[config.mk]
export PLATFORM = sky130hd
export DESIGN_NAME = pixel_burst_engine
export DESIGN_NICKNAME = d
export VERILOG_FILES = /design/src/rtl/pixel_burst_engine.sv
export SDC_FILE = /design/constraint.sdc
export NUM_CORES = 1
export LEC_CHECK = 0
export CORE_ASPECT_RATIO = 0.5
export CORE_UTILIZATION = 47
export DETAILED_ROUTE_END_ITERATION = 7
export PLACE_DENSITY = 0.82
export SKIP_CTS_REPAIR_TIMING = 1
export SLEW_MARGIN = 10
export SYNTH_ARGS = -nofsm -noshare
export SYNTH_HDL_FRONTEND = slang
export SYNTH_SLANG_ARGS = --single-unit
[constraint.sdc]
create_clock -name clk -period 5.9 [get_ports clk]
set_input_delay 0.59 -clock clk [delete_from_list [all_inputs] [get_ports clk]]
set_output_delay 0.59 -clock clk [all_outputs]
set_load 0.01 [all_outputs]
[src/rtl/pixel_burst_engine.sv]
`default_nettype none
// +--------------------------------------------------------------------------+
// | pixel_burst_engine: SRAM burst reader/writer with greyscale pixel buffer |
// | Revision: 1.0                                                            |
// +--------------------------------------------------------------------------+
module pixel_burst_engine #(
  parameter int ADDR_W        = 16,
  parameter int PIX_W         = 8,
  parameter int CH_W          = 8,
  parameter int MAX_BURST     = 20,
  parameter int ACCESS_CYCLES = 4,
  parameter int CNT_W         = 5
) (
  input  logic                       clk,
  input  logic                       rst,
  input  logic                       start,
  input  logic [1:0]                 mode,
  input  logic                       grey_en,
  input  logic [ADDR_W-1:0]          rd_base,
  input  logic [ADDR_W-1:0]          wr_base,
  input  logic [CNT_W-1:0]           rd_count,
  input  logic [CNT_W-1:0]           wr_count,
  input  logic [MAX_BURST*PIX_W-1:0] data_in,
  output logic [MAX_BURST*PIX_W-1:0] data_out,
  output logic                       busy,
  output logic                       done,
  output logic                       err,
  output logic [ADDR_W-1:0]          address,
  output logic [3*CH_W-1:0]          w_data,
  input  logic [3*CH_W-1:0]          r_data,
  output logic                       read_enable,
  output logic                       write_enable
);

  localparam int SUM_W = CH_W + 2;
  localparam int CYC_W = $clog2(ACCESS_CYCLES);

  localparam logic [1:0]       c_mode_rd   = 2'b00;
  localparam logic [1:0]       c_mode_wr   = 2'b01;
  localparam logic [1:0]       c_mode_rw   = 2'b10;
  localparam logic [1:0]       c_mode_bad  = 2'b11;
  localparam logic [CYC_W-1:0] c_cyc_last  = CYC_W'(ACCESS_CYCLES - 1);
  localparam logic [CNT_W-1:0] c_max_burst = CNT_W'(MAX_BURST);

  typedef enum logic [1:0] {
    S_IDLE   = 2'd0,
    S_READ   = 2'd1,
    S_WRITE  = 2'd2,
    S_FINISH = 2'd3
  } state_t;

  state_t              state_q, state_d;
  logic [1:0]          mode_q, mode_d;
  logic                grey_q, grey_d;
  logic [ADDR_W-1:0]   rd_base_q, rd_base_d;
  logic [ADDR_W-1:0]   wr_base_q, wr_base_d;
  logic [CNT_W-1:0]    rd_cnt_q, rd_cnt_d;
  logic [CNT_W-1:0]    wr_cnt_q, wr_cnt_d;
  logic                err_flag_q, err_flag_d;
  logic [CNT_W-1:0]    idx_q, idx_d;
  logic [CYC_W-1:0]    cyc_q, cyc_d;
  logic [ADDR_W-1:0]   address_q, address_d;
  logic [3*CH_W-1:0]   w_data_q, w_data_d;
  logic                re_q, re_d;
  logic                we_q, we_d;
  logic                busy_q, busy_d;
  logic                done_q, done_d;
  logic                err_q, err_d;
  logic [PIX_W-1:0]    buf_q [MAX_BURST];
  logic [PIX_W-1:0]    buf_d [MAX_BURST];

  logic [PIX_W-1:0]    din_pix [MAX_BURST];
  logic [CNT_W-1:0]    idx_next;
  logic                illegal;

  generate
    for (genvar i = 0; i < MAX_BURST; i++) begin : g_pix_map
      assign din_pix[i]                     = data_in[i*PIX_W +: PIX_W];
      assign data_out[i*PIX_W +: PIX_W]     = buf_q[i];
    end
  endgenerate

  // Greyscale approximates (R+G+B)/3 with a shift-add series on the channel sum.
  logic [SUM_W-1:0]       rgb_sum;
  logic [SUM_W-1:0]       grey_full;
  logic [PIX_W+SUM_W-1:0] grey_wide;
  logic [PIX_W+CH_W-1:0]  blue_wide;
  logic [PIX_W-1:0]       rd_pix;

  assign rgb_sum   = SUM_W'(r_data[3*CH_W-1 -: CH_W]) + SUM_W'(r_data[2*CH_W-1 -: CH_W])
                   + SUM_W'(r_data[CH_W-1:0]);
  assign grey_full = (rgb_sum >> 2) + (rgb_sum >> 4) + (rgb_sum >> 6) + (rgb_sum >> 8);
  assign grey_wide = {{PIX_W{1'b0}}, grey_full};
  assign blue_wide = {{PIX_W{1'b0}}, r_data[CH_W-1:0]};
  assign rd_pix    = grey_q ? grey_wide[PIX_W-1:0] : blue_wide[PIX_W-1:0];

  function automatic logic [3*CH_W-1:0] pix_word(input logic [PIX_W-1:0] p);
    logic [CH_W+PIX_W-1:0] w;
    w = {{CH_W{1'b0}}, p};
    return {3{w[CH_W-1:0]}};
  endfunction

  assign illegal = (mode == c_mode_bad)
                || ((mode != c_mode_wr) && (rd_count > c_max_burst))
                || ((mode != c_mode_rd) && (wr_count > c_max_burst));

  always_comb begin
    state_d    = state_q;
    mode_d     = mode_q;
    grey_d     = grey_q;
    rd_base_d  = rd_base_q;
    wr_base_d  = wr_base_q;
    rd_cnt_d   = rd_cnt_q;
    wr_cnt_d   = wr_cnt_q;
    err_flag_d = err_flag_q;
    idx_d      = idx_q;
    cyc_d      = cyc_q;
    address_d  = address_q;
    w_data_d   = w_data_q;
    re_d       = re_q;
    we_d       = we_q;
    busy_d     = busy_q;
    done_d     = 1'b0;
    err_d      = 1'b0;
    buf_d      = buf_q;
    idx_next   = idx_q + CNT_W'(1);

    unique case (state_q)
      S_IDLE: begin
        if (start) begin
          mode_d     = mode;
          grey_d     = grey_en;
          rd_base_d  = rd_base;
          wr_base_d  = wr_base;
          rd_cnt_d   = rd_count;
          wr_cnt_d   = wr_count;
          err_flag_d = illegal;
          busy_d     = 1'b1;
          idx_d      = '0;
          cyc_d      = '0;
          // Illegal or empty phases enter the state without an access and leave next cycle.
          if (mode == c_mode_wr) begin
            state_d = S_WRITE;
            if (!illegal && (wr_count != '0)) begin
              we_d      = 1'b1;
              address_d = wr_base;
              w_data_d  = pix_word(din_pix[0]);
            end
          end else begin
            state_d = S_READ;
            if (!illegal && (rd_count != '0)) begin
              re_d      = 1'b1;
              address_d = rd_base;
            end
          end
        end
      end

      S_READ: begin
        if (re_q && (cyc_q != c_cyc_last)) begin
          cyc_d = cyc_q + CYC_W'(1);
        end else begin
          if (re_q) begin
            buf_d[idx_q] = rd_pix;
          end
          if (re_q && (idx_next != rd_cnt_q)) begin
            idx_d     = idx_next;
            cyc_d     = '0;
            address_d = rd_base_q + ADDR_W'(idx_next);
          end else begin
            re_d  = 1'b0;
            idx_d = '0;
            cyc_d = '0;
            if ((mode_q == c_mode_rw) && !err_flag_q) begin
              state_d = S_WRITE;
              if (wr_cnt_q != '0) begin
                we_d      = 1'b1;
                address_d = wr_base_q;
                w_data_d  = pix_word(din_pix[0]);
              end
            end else begin
              state_d = S_FINISH;
            end
          end
        end
      end

      S_WRITE: begin
        if (we_q && (cyc_q != c_cyc_last)) begin
          cyc_d = cyc_q + CYC_W'(1);
        end else if (we_q && (idx_next != wr_cnt_q)) begin
          idx_d     = idx_next;
          cyc_d     = '0;
          address_d = wr_base_q + ADDR_W'(idx_next);
          w_data_d  = pix_word(din_pix[idx_next]);
        end else begin
          we_d    = 1'b0;
          idx_d   = '0;
          cyc_d   = '0;
          state_d = S_FINISH;
        end
      end

      S_FINISH: begin
        state_d    = S_IDLE;
        done_d     = 1'b1;
        err_d      = err_flag_q;
        err_flag_d = 1'b0;
        busy_d     = 1'b0;
        re_d       = 1'b0;
        we_d       = 1'b0;
      end

      default: state_d = S_IDLE;
    endcase
  end

  always_ff @(posedge clk) begin
    if (rst) begin
      state_q    <= S_IDLE;
      mode_q     <= c_mode_rd;
      grey_q     <= 1'b0;
      rd_base_q  <= '0;
      wr_base_q  <= '0;
      rd_cnt_q   <= '0;
      wr_cnt_q   <= '0;
      err_flag_q <= 1'b0;
      idx_q      <= '0;
      cyc_q      <= '0;
      address_q  <= '0;
      w_data_q   <= '0;
      re_q       <= 1'b0;
      we_q       <= 1'b0;
      busy_q     <= 1'b0;
      done_q     <= 1'b0;
      err_q      <= 1'b0;
      for (int i = 0; i < MAX_BURST; i++) begin
        buf_q[i] <= '0;
      end
    end else begin
      state_q    <= state_d;
      mode_q     <= mode_d;
      grey_q     <= grey_d;
      rd_base_q  <= rd_base_d;
      wr_base_q  <= wr_base_d;
      rd_cnt_q   <= rd_cnt_d;
      wr_cnt_q   <= wr_cnt_d;
      err_flag_q <= err_flag_d;
      idx_q      <= idx_d;
      cyc_q      <= cyc_d;
      address_q  <= address_d;
      w_data_q   <= w_data_d;
      re_q       <= re_d;
      we_q       <= we_d;
      busy_q     <= busy_d;
      done_q     <= done_d;
      err_q      <= err_d;
      buf_q      <= buf_d;
    end
  end

  assign address      = address_q;
  assign w_data       = w_data_q;
  assign read_enable  = re_q;
  assign write_enable = we_q;
  assign busy         = busy_q;
  assign done         = done_q;
  assign err          = err_q;

endmodule
`default_nettype wire

==> results.md <==
* Total CTS buffers at 22
* Initial Utilization at 0.485
* Fill cells at 2,106
* Clock Path Buffers at 3
* VDD IR max at between 0.2 and 0.25 mV
* Antenna-violating nets left at 0
* Core area at around 27,000 sq um
* Layout cell share with drive strength beyond 1 at 0.0929
* Antenna cells at 0
* 1st-iter DRT viols at approximately 1,100
* Routed wire length at roughly 45,000 um
* Leading area contributor after synthesis: dfxtp_1
* Clock Tree Root: clkbuf_16
* Outcome: finished, final reports clean
* Io pins at roughly 440
* Post-synthesis sequential area ratio at 0.376
* Drc violations at 0
* Sw Ratio at 0.369
* Rows at 42
* Endpoints failing hold at 0
* Synth Net Count at between 1,500 and 2,000
* Mean Syn Cell Area at between 9 and 10 sq um
* Final setup TNS at 0 ns
* Dpl cells at 2,110
* Post-Syn Area at 13,000 sq um
* Hold Crit Class: flop to flop
* Vias in the first global route at 11,834
* CP bufs+invs at 3
* WL per Instance at about 21 um
* DIE HEIGHT at 120 um
* Clock Sinks at between 200 and 250
* Critical path class: input port to flop
* Top FF cell, synth: dfxtp_1
* Final cycle utilization of the critical path at 0.934
* Crit path arrival time at roughly 6.0 ns
* Clock latency on the worst-skew pair at approximately 0.53 ns
* Minimum clock period at 5.51 ns
* Via count at ~12,000
* Sequential Power Share at 0.313
* Comb power frac at 0.428
* Area grow syn2layout at 41.0%
* CP peak stage delay at approximately 0.56 ns
* Ranking of synthesized cells by area: dfxtp_1 38%, mux4_2 8.3%, a211oi_1 6.5%
* Worst-path clk slew at roughly 0.07 ns
* Seq cells post-synth at 244
* Die width at 237 um
* First-pass GRT wire length at ~69,000 um
* # Max-Cap Violations at 0
* Final count of negative-setup-slack endpoints at 0
* Commonest cells after routing, fill and taps aside: 435 x clkdlybuf4s50_1, 243 x dfxtp_1, 186 x nor2_1
* Yosys top cell area share at 0.376
* Leakage Power at between 6 and 7 nW
* Antenna violations before repair at 1
* EDFF count, synth at 0
* TritonCTS clock tree: built
* GRT Total Usage at 0.308
* Initial DRT Pass Iterations at 7
* Crit path top cell by count: fa_1
* Synthesis Warnings at 0
* Reg area at approximately 4900 sq um
* Slowest stage cell, crit path: fa_1
* Fmax at 181 MHz
* Slew headroom at 0.255
* Sw power at 0.00230 W
* Setup Skew at between 0.01 and 0.015 ns
* Die area at approximately 28,000 sq um
* Synth cell types at between 70 and 80
* Gpl congestion at roughly 0.96
* Slew at the pin closest to its max-slew limit at between 1 and 1.5 ns
* Fin util at 0.684
* Fin nets at 2,069
* Setup crit end kind: flop
* Power share of the clock group at 0.260
* Crit-path cells: clkdlybuf4s50_1 -> inv_1 -> fa_1 -> nor2_1 -> fa_1 -> a21o_1 -> a21oi_1 -> o21bai_1 -> a21oi_1 -> xnor2_1 -> xor2_1 -> fa_1 -> ha_1 -> fa_1 -> a21o_1 -> a21oi_1 -> or4b_1 -> o2111ai_1 -> xnor2_1 -> a211o_1 -> buf_12 -> mux2i_1
* Largest net degree at the start of global routing at 81
* Post-Syn Instances at between 1,000 and 1,500
* Most common cell after layout, fill and taps aside: clkdlybuf4s50_1
* RSZ-0062 raised after global routing: false
* Worst Path Max Fanout at 20
* DP HPWL at around 33,000 um
* Power density cells at approximately 340 nW/um^2
* Port Buffers at ~440
* Area of the multi-input gates at ~7400 sq um
* Internal Power at 0.00393 W
* Final number of max-transition violations at 0
* Tot Pwr at roughly 0.0062 W
* Htree depth at 1
* Non-Filler Instances at about 2,200
* Vias per Instance at 5.70
* CP top delay family: adder cells
* CP Data Required Time at around 6.4 ns
* GRT overflow at 0
* Worst setup SP type: input port
* Post-synth ARST share at 0
stage by stage:
step,area (sq um),hold slack [ns],worst slack (ns)
floorplan,13000,0.436,0.639
global placement,17500,0.441,0.0323
detailed placement,17500,0.448,-0.125
CTS,18300,0.434,0.411
global route,18300,0.449,0.0652
finish,18300,0.457,0.390
power by group through the flow:
stage	clock network (W)	registers, W	logic [W]
after global placement	0	0.00197	0.00258
after CTS	0.00163	0.00194	0.00265
final	0.00162	0.00195	0.00266
after detailed placement	0	0.00198	0.00263
after floorplan	0	0.00196	0.00166
after global routing	0.00170	0.00196	0.00289
worst paths after layout:
path	start	end	slack [ns]	cells past startpoint
worst max-delay path	r_data[1]	data_out[31]	0.39	22
worst min-delay path	mode_q[1]	mode_q[1]	0.46	2
worst max register to register	idx_q[0]	address[14]	2.16	12
worst min register to register	mode_q[1]	mode_q[1]	0.46	2
worst min-delay path, cell delays in order, from the launching register on:
cell and delay [ns]:
dfxtp_1 0.31, nand2_1 0.05, a21oi_1 0.05
cells by family after synthesis:
group                      share of synthesized area
DFF                                            0.376
buffers and inverters                         0.0552
and+or+nand+nor                                0.142
xor gates and xnor gates                      0.0352
adders and majority gates                     0.0610
muxes                                          0.132
AOI/OAI and AO/OA                              0.199
metal layers:
layer  part of all wire  vias to the layer above  track usage
li1                   -                     5806            -
met1               0.44                     5898        0.423
met2               0.46                      475        0.503
met3              0.069                       82       0.0513
met4              0.026                        2       0.0810
met5            0.00031                        -            0
cell type report:
cell class / instances / share of cell area
Multi-Input combinational cell: 1005 / 0.405
Sequential cell: 244 / 0.266
Timing Repair Buffer: 468 / 0.252
Clock buffer: 31 / 0.0341
Tap cell: 352 / 0.0240
Clock inverter: 9 / 0.0100
Inverter: 41 / 0.00839
registers in the layout, indices dropped and copies added, names as in the netlist:
name and count:
data_out 160, w_data 8, write_enable 1, wr_base_q 16, done 1, mode_q 2, cyc_q 2, err_flag_q 1
wr_cnt_q 5, grey_q 1, busy 1, address 16, err 1, read_enable 1, rd_cnt_q 5, idx_q 5
rd_base_q 16, state_q 2
cells in the mapped netlist (all sizes together) (3+ instances only):
cell	instances
o41ai	11
mux4	48
nand2	168
buf	48
nor4	3
o2111ai	7
clkbuf	73
and3	16
nor2	186
o31a	3
dfxtp	244
xor2	18
o21ai	35
a22oi	3
nor3	6
nor2b	6
and4	4
fa	14
a221oi	14
a21o	9
inv	41
and2	3
ha	41
o211ai	10
nand3	23
nand2b	5
a311oi	4
o21bai	4
o211a	3
a21boi	3
o31ai	3
mux2	7
a21oi	93
mux2i	54
a211oi	113
a211o	6
o21a	6
a31o	4
xnor2	30
a31oi	10
o32ai	9
(Power assumes the default switching activity.)
